===== src/rtl/hub75_pkg.sv =====
// Shared types and width helpers for the HUB75 scan controller.
package hub75_pkg;

  typedef enum logic [2:0] {
    ST_IDLE,
    ST_PRIME,
    ST_BLANK,
    ST_LATCH,
    ST_ROWSEL,
    ST_DISP
  } scan_state_t;

  localparam int ADDR_MODE_SHIFT    = 0;
  localparam int ADDR_MODE_PARALLEL = 1;

  // Index width for a count of n items, never narrower than one bit.
  function automatic int width_of(input int n);
    return (n > 1) ? $clog2(n) : 1;
  endfunction

  // Width of the slot counter: the longest slot is BLANK_BASE << (BITS-1).
  function automatic int count_width(input int base, input int bits);
    return $clog2(base) + bits;
  endfunction

endpackage


===== src/rtl/hub75_bcm_timer.sv =====
// BCM slot timer: loads one bit plane's on-time and brightness-scaled lit
// time, then counts both down so the scan FSM can gate blank and slot end.
module hub75_bcm_timer
  import hub75_pkg::*;
#(
  parameter int BITS       = 8,
  parameter int BLANK_BASE = 16,
  localparam int BW        = width_of(BITS),
  localparam int CW        = count_width(BLANK_BASE, BITS)
) (
  input  logic          clk,
  input  logic          rst,
  input  logic          load,
  input  logic [BW-1:0] bit_sel,
  input  logic [7:0]    brightness,
  output logic          lit_active,
  output logic          done
);

  localparam int PW = CW + 8;

  logic [CW-1:0] on_time;
  logic [PW-1:0] product;
  logic [CW-1:0] lit;
  logic [CW-1:0] remain;
  logic [CW-1:0] lit_remain;

  // brightness+1 is 1..256, so the product shifted down by 8 never exceeds
  // on_time and brightness=255 yields exactly on_time.
  assign on_time = CW'(BLANK_BASE) << bit_sel;
  assign product = PW'(on_time) * PW'({1'b0, brightness} + 9'd1);
  assign lit     = CW'(product >> 8);

  // Load both counters at slot entry, then count each down to zero.
  always_ff @(posedge clk) begin
    if (rst) begin
      remain     <= '0;
      lit_remain <= '0;
    end else if (load) begin
      remain     <= on_time;
      lit_remain <= lit;
    end else begin
      if (remain != '0) begin
        remain <= remain - 1'b1;
      end
      if (lit_remain != '0) begin
        lit_remain <= lit_remain - 1'b1;
      end
    end
  end

  // The first slot cycle sees remain=on_time, so remain<=1 marks its last cycle.
  assign lit_active = (lit_remain != '0);
  assign done       = (remain <= CW'(1));

endmodule


===== src/rtl/hub75_scan_ctrl.sv =====
// HUB75 scan controller: sequences BCM slots over all rows and bit planes,
// drives blank/lat/row select and overlaps the next line's shift with the
// currently lit line.
module hub75_scan_ctrl
  import hub75_pkg::*;
#(
  parameter int ROWS       = 32,
  parameter int BITS       = 8,
  parameter int ADDR_MODE  = 0,
  parameter int BLANK_BASE = 16,
  parameter int LAT_CYCLES = 2,
  localparam int BW        = width_of(BITS),
  localparam int RW        = $clog2(ROWS)
) (
  input  logic          sys_clk,
  input  logic          rst,
  input  logic          enable,
  input  logic [7:0]    brightness,
  input  logic          fetchshift_busy,
  output logic          fetchshift_start,
  output logic [BW-1:0] bit_out,
  output logic [RW-1:0] row_out,
  output logic          frame_start,
  output logic          lat,
  output logic          blank,
  output logic          row_clk,
  output logic          row_data,
  output logic [RW-1:0] row_addr
);

  localparam int SW = $clog2(LAT_CYCLES + 2);
  localparam logic [BW-1:0] LAST_BIT = BW'(BITS - 1);
  localparam logic [RW-1:0] LAST_ROW = RW'(ROWS - 1);

  scan_state_t   state;
  scan_state_t   state_next;
  logic [SW-1:0] sub_cnt;
  logic [BW-1:0] disp_bit;
  logic [RW-1:0] disp_row;
  logic [BW-1:0] next_bit;
  logic [RW-1:0] next_row;
  logic          pending;
  logic [1:0]    guard;
  logic          shift_complete;
  logic          issue_first;
  logic          issue_next;
  logic          load;
  logic          lit_active;
  logic          done;
  logic [BW-1:0] timer_bit;

  // Successor of the pending line: bits run fastest, then rows, both wrap.
  always_comb begin
    next_bit = bit_out + 1'b1;
    next_row = row_out;
    if (bit_out == LAST_BIT) begin
      next_bit = '0;
      next_row = (row_out == LAST_ROW) ? '0 : row_out + 1'b1;
    end
  end

  // The fetchshift block gets two cycles (pulse and the one after) to raise
  // busy; only after that does a low busy mean the shift has finished.
  assign shift_complete = !pending || ((guard == 2'd0) && !fetchshift_busy);

  // Next-state and panel-control decode for the scan sequence.
  always_comb begin
    state_next  = state;
    issue_first = 1'b0;
    issue_next  = 1'b0;
    load        = 1'b0;
    blank       = 1'b1;
    lat         = 1'b0;
    case (state)
      ST_IDLE: begin
        if (enable) begin
          issue_first = 1'b1;
          state_next  = ST_PRIME;
        end
      end
      ST_PRIME: begin
        if (shift_complete) begin
          state_next = ST_BLANK;
        end
      end
      ST_BLANK: begin
        state_next = ST_LATCH;
      end
      ST_LATCH: begin
        lat = 1'b1;
        if (sub_cnt == SW'(LAT_CYCLES - 1)) begin
          if (bit_out == '0) begin
            state_next = ST_ROWSEL;
          end else begin
            state_next = ST_DISP;
            load       = 1'b1;
            issue_next = 1'b1;
          end
        end
      end
      ST_ROWSEL: begin
        if (sub_cnt == SW'(1)) begin
          state_next = ST_DISP;
          load       = 1'b1;
          issue_next = 1'b1;
        end
      end
      ST_DISP: begin
        blank = !lit_active;
        if (done && shift_complete) begin
          state_next = enable ? ST_BLANK : ST_IDLE;
        end
      end
      default: begin
        state_next = ST_IDLE;
      end
    endcase
  end

  // State register with a per-state cycle counter for LATCH and ROWSEL.
  always_ff @(posedge sys_clk) begin
    if (rst) begin
      state   <= ST_IDLE;
      sub_cnt <= '0;
    end else begin
      state   <= state_next;
      sub_cnt <= (state_next != state) ? '0 : sub_cnt + 1'b1;
    end
  end

  // Pending line, shift request pulses and the busy handshake tracker.
  always_ff @(posedge sys_clk) begin
    if (rst) begin
      bit_out          <= '0;
      row_out          <= '0;
      fetchshift_start <= 1'b0;
      frame_start      <= 1'b0;
      pending          <= 1'b0;
      guard            <= 2'd0;
    end else begin
      fetchshift_start <= issue_first || issue_next;
      frame_start      <= 1'b0;
      if (issue_first) begin
        bit_out     <= '0;
        row_out     <= '0;
        frame_start <= 1'b1;
      end else if (issue_next) begin
        bit_out     <= next_bit;
        row_out     <= next_row;
        frame_start <= (next_bit == '0) && (next_row == '0);
      end
      if (issue_first || issue_next) begin
        pending <= 1'b1;
        guard   <= 2'd2;
      end else begin
        if (guard != 2'd0) begin
          guard <= guard - 2'd1;
        end
        if ((guard == 2'd0) && !fetchshift_busy) begin
          pending <= 1'b0;
        end
      end
    end
  end

  // Displayed line follows the pending line while latching; the parallel
  // row address is captured in the first row-select cycle and then held.
  always_ff @(posedge sys_clk) begin
    if (rst) begin
      disp_bit <= '0;
      disp_row <= '0;
      row_addr <= '0;
    end else begin
      if (state == ST_LATCH) begin
        disp_bit <= bit_out;
        disp_row <= row_out;
      end
      if ((ADDR_MODE == ADDR_MODE_PARALLEL) && (state == ST_ROWSEL) && (sub_cnt == '0)) begin
        row_addr <= disp_row;
      end
    end
  end

  // Shift-register row select: one clock per row, a 1 injected for row 0.
  assign row_clk  = (ADDR_MODE == ADDR_MODE_SHIFT) && (state == ST_ROWSEL) && (sub_cnt == '0);
  assign row_data = row_clk && (disp_row == '0);

  // While latching, disp is only just being updated, so take the pending bit.
  assign timer_bit = (state == ST_LATCH) ? bit_out : disp_bit;

  hub75_bcm_timer #(
    .BITS       (BITS),
    .BLANK_BASE (BLANK_BASE)
  ) u_timer (
    .clk        (sys_clk),
    .rst        (rst),
    .load       (load),
    .bit_sel    (timer_bit),
    .brightness (brightness),
    .lit_active (lit_active),
    .done       (done)
  );

endmodule


===== config.mk =====
export PLATFORM = sky130hd
export DESIGN_NAME = hub75_scan_ctrl
export DESIGN_NICKNAME = d
export VERILOG_FILES = /design/src/rtl/hub75_pkg.sv /design/src/rtl/hub75_bcm_timer.sv /design/src/rtl/hub75_scan_ctrl.sv
export SDC_FILE = /design/constraint.sdc
export NUM_CORES = 1
export LEC_CHECK = 0
export ABC_AREA = 1
export BUFFER_PORTS_ARGS = -buffer_cell sky130_fd_sc_hd__buf_2
export CAP_MARGIN = 25
export CELL_PAD_IN_SITES_DETAIL_PLACEMENT = 0
export CELL_PAD_IN_SITES_GLOBAL_PLACEMENT = 1
export CORE_MARGIN = 1.5
export CORE_UTILIZATION = 35
export CTS_CLUSTER_DIAMETER = 50
export DETAILED_ROUTE_END_ITERATION = 6
export PLACE_DENSITY = 0.7
export SYNTH_ARGS = -nofsm -noshare
export SYNTH_HDL_FRONTEND = slang
export SYNTH_HIERARCHICAL = 1
export SYNTH_SLANG_ARGS = --single-unit
export TNS_END_PERCENT = 100

===== constraint.sdc =====
create_clock -name sys_clk -period 6.8 [get_ports sys_clk]
set_input_delay 0.68 -clock sys_clk [delete_from_list [all_inputs] [get_ports sys_clk]]
set_output_delay 0.68 -clock sys_clk [all_outputs]
set_load 0.1 [all_outputs]

==> results.py <==
metrics = {
    "cts": {
        "cts.path.max_buffers": 2,
        "clk_pin_slew_ns": 0.07,
        "ctsHoldBuffers": 0,
        "insertion_delay_ns": 0.30,
        "cts_resized": 0,
        "clkSinkCount": 50,
        "postCtsSetupRepairBufs": 0,
        "htree_levels": 2,
        "cts-root-buf": "clkbuf_16",
        "cts_tree": "done",
        "cts_buffers": 5,
    },
    "global_routing": {
        "antenna_found_initial": 0,
        "grt_max_degree": 27,
        "grt_pass1_wl_um": 21500,
        "grt_pass1_vias": 4608,
        "gr-total-overflow": 0,
        "grt_use_total_pct": 16.6,
    },
    "sta": {
        "fmax_ghz": 0.170,
        "fin_worst_skew_ns": 0.00829,
        "fin_crit_sh_pct": 86.4,
        "fin_crit_ns": 5.87,
        "setup_viol": 0,
        "timing.final.ws_setup_ns": 0.928,
        "relSlewSlack_pct": 44.2,
        "drv_slew": 0,
        "worstMarginPinSlew_ns": 0.830,
        "setup-tns-final_ns": 0,
        "finalHoldWorstSlack_ns": 0.450,
        "hold_viol": 0,
        "rsz0062_at_grt": "false",
    },
    "layout": {
        "antennaDiodeCount": 0,
        "layout_common_cells": "nand2_1, inv_1, nor2_1",
        "syn2layout_area_growth_pct": 9.17,
        "stdcell_area_um2": 5700,
        "fin_nets": 887,
        "fill_cells": 1571,
        "layout_commonest_cell": "nand2_1",
        "final_layout_size_suffix_gt1_share_pct": 8.48,
    },
    "yosys": {
        "ys_seq_elements": 50,
        "netlist.area_leader.share_pct": 19.2,
        "ys_seq_area_share_pct": 19.2,
        "synthCells": 762,
        "yosys.area.top_type": "dfxtp_1",
        "synth.avg_cell_area_um2": 6.86,
        "synth.distinct_cells": 44,
        "syn_area_um2": 5220,
        "yosysWarnings": 6,
        "ys_top_cells_by_area": "dfxtp_1, fa_1, nand2_1",
    },
    "die": {
        "die_height_um": 125,
        "num_rows": 44,
        "die_area_um2": 15700,
        "start_util_pct": 35.9,
        "io_pins": 31,
        "die_w_um": 125,
        "coreArea_um2": 14500,
    },
    "critical_path": {
        "worst_ep_required_time_ns": 6.99,
        "crit_fanout": 15,
        "crit_type": "flop to flop",
        "crit_path_end_kind": "flop",
        "start_kind": "flop",
        "worstPathArrival_ns": 6.06,
    },
    "detailed_routing": {
        "viasPerCell": 4.77,
        "firstDrtPassIters": 4,
        "wl_per_cell_um": 13.0,
        "first_iter_violations": 190,
        "drtAntennaViolNets": 0,
        "num_vias": 4646,
        "drt_wl_total_um": 12700,
        "remaining_drc_errors": 0,
    },
    "power_and_ir_drop": {
        "vdd_drop_max_v": 0.000104,
        "finalPower_mw": 1.34,
        "power_density_nw_per_um2": 235,
        "p_leak_nw": 2.98,
    },
    "run_status": {
        "run_status": "finished clean",
    },
    "place": {
        "io_buffers": 25,
        "dp_hpwl_um": 10400,
        "place.gp.congestion": 0.834,
        "dpl_cell_area_um2": 5530,
        "preCtsSetupSlack_ns": 0.953,
    },
    "run": {
        "drv_cap": 0,
    },
    "min_path": {
        "hold_class": "flop to flop",
    },
}
## critical path, stage by stage, from the launching register on
cell     delay [ns]
dfxtp_1        0.46
nand2_1        0.10
nor2_2         0.40
or2_2          0.19
o21ai_0        0.10
inv_1          0.19
nand2_1        0.12
nor2_1         0.28
inv_1          0.21
or2_2          0.35
fa_1           0.53
fa_1           0.49
inv_1          0.05
fa_1           0.53
inv_1          0.06
fa_1           0.52
inv_1          0.04
ha_1           0.36
nand2_1        0.15
nor2_1         0.20
a21oi_1        0.11
xnor2_1        0.14
nor2_1         0.11
nor2_1         0.06
## state kept, by name, summed over array words and instances (netlist names)
register and cells:
fetchshift_start 1, disp_row 5, pending 1, u_timer/remain 12, guard 2, row_out 5
u_timer/lit_remain 12, sub_cnt 2, bit_out 3, frame_start 1, state 3, disp_bit 3
## cells by family (layout without fill, tap and decap cells)
logic type	Yosys count	count (layout)	synth area share [%]
AND/OR/NAND/NOR	358	358	29.7
buffers and inverters	171	195	13.1
adder cells (fa/ha/maj)	86	86	26.6
AO/OA/AOI/OAI	76	76	8.07
flip-flops	50	50	19.2
XOR/XNOR	18	18	3.02
other	2	6	0.144
multiplexers	1	1	0.192
## report_power, final
group / internal [mW] / switching, mW
combinational: 0.232 / 0.410
sequential: 0.354 / 0.0461
clock: 0.176 / 0.122
## cells in the mapped netlist, drive strengths merged
master,n
nor3,15
dfxtp,50
or2,4
a31oi,4
a41oi,1
fa,42
o21ai,29
nand4,8
o211ai,1
nand2,160
o21bai,1
a22oi,1
a21oi,33
a21boi,1
and3,1
inv,157
buf,9
nor2,113
dlygate4sd1,1
nand3b,1
nor4,2
nand3,52
o22ai,1
xor2,10
mux2i,1
a211oi,3
nor3b,2
o2111ai,1
clkbuf,2
conb,2
ha,44
xnor2,8
clkinv,2
## worst paths after layout
path              startpoint               endpoint  slack, ns  cells after the start
setup reg to reg    state[0]  u_timer/lit_remain[7]       0.93                     23
hold reg to reg   sub_cnt[0]             sub_cnt[0]       0.45                      1
hold / removal    sub_cnt[0]             sub_cnt[0]       0.45                      1
setup / recovery    state[0]  u_timer/lit_remain[7]       0.93                     23
## cell type report
class	count	area, um^2	area share, %
clock buffer	5	125	2.19
timing repair buffer	28	148	2.59
clock inverter	3	47.5	0.834
multi-input combinational	545	3550	62.3
sequential	50	1000	17.6
tap	184	230	4.04
inverter	159	597	10.5
## metal layers
layer / track usage (%) / wire length, um / vias to the layer above
met2: 31.2 / 6360 / 55
li1: - / - / 2406
met1: 20.1 / 5860 / 2175
met4: 3.28 / 112 / 0
met5: 0 / 0 / -
met3: 2.27 / 346 / 10
## through the flow
step / util (%) / cells
finish: 39.2 / 974
global route: 39.2 / 974
CTS: 39.2 / 974
detailed placement: 38.1 / 966
global placement: 38.1 / 966
floorplan: - / 766
Note: power is estimated with default switching activity, not from simulation.
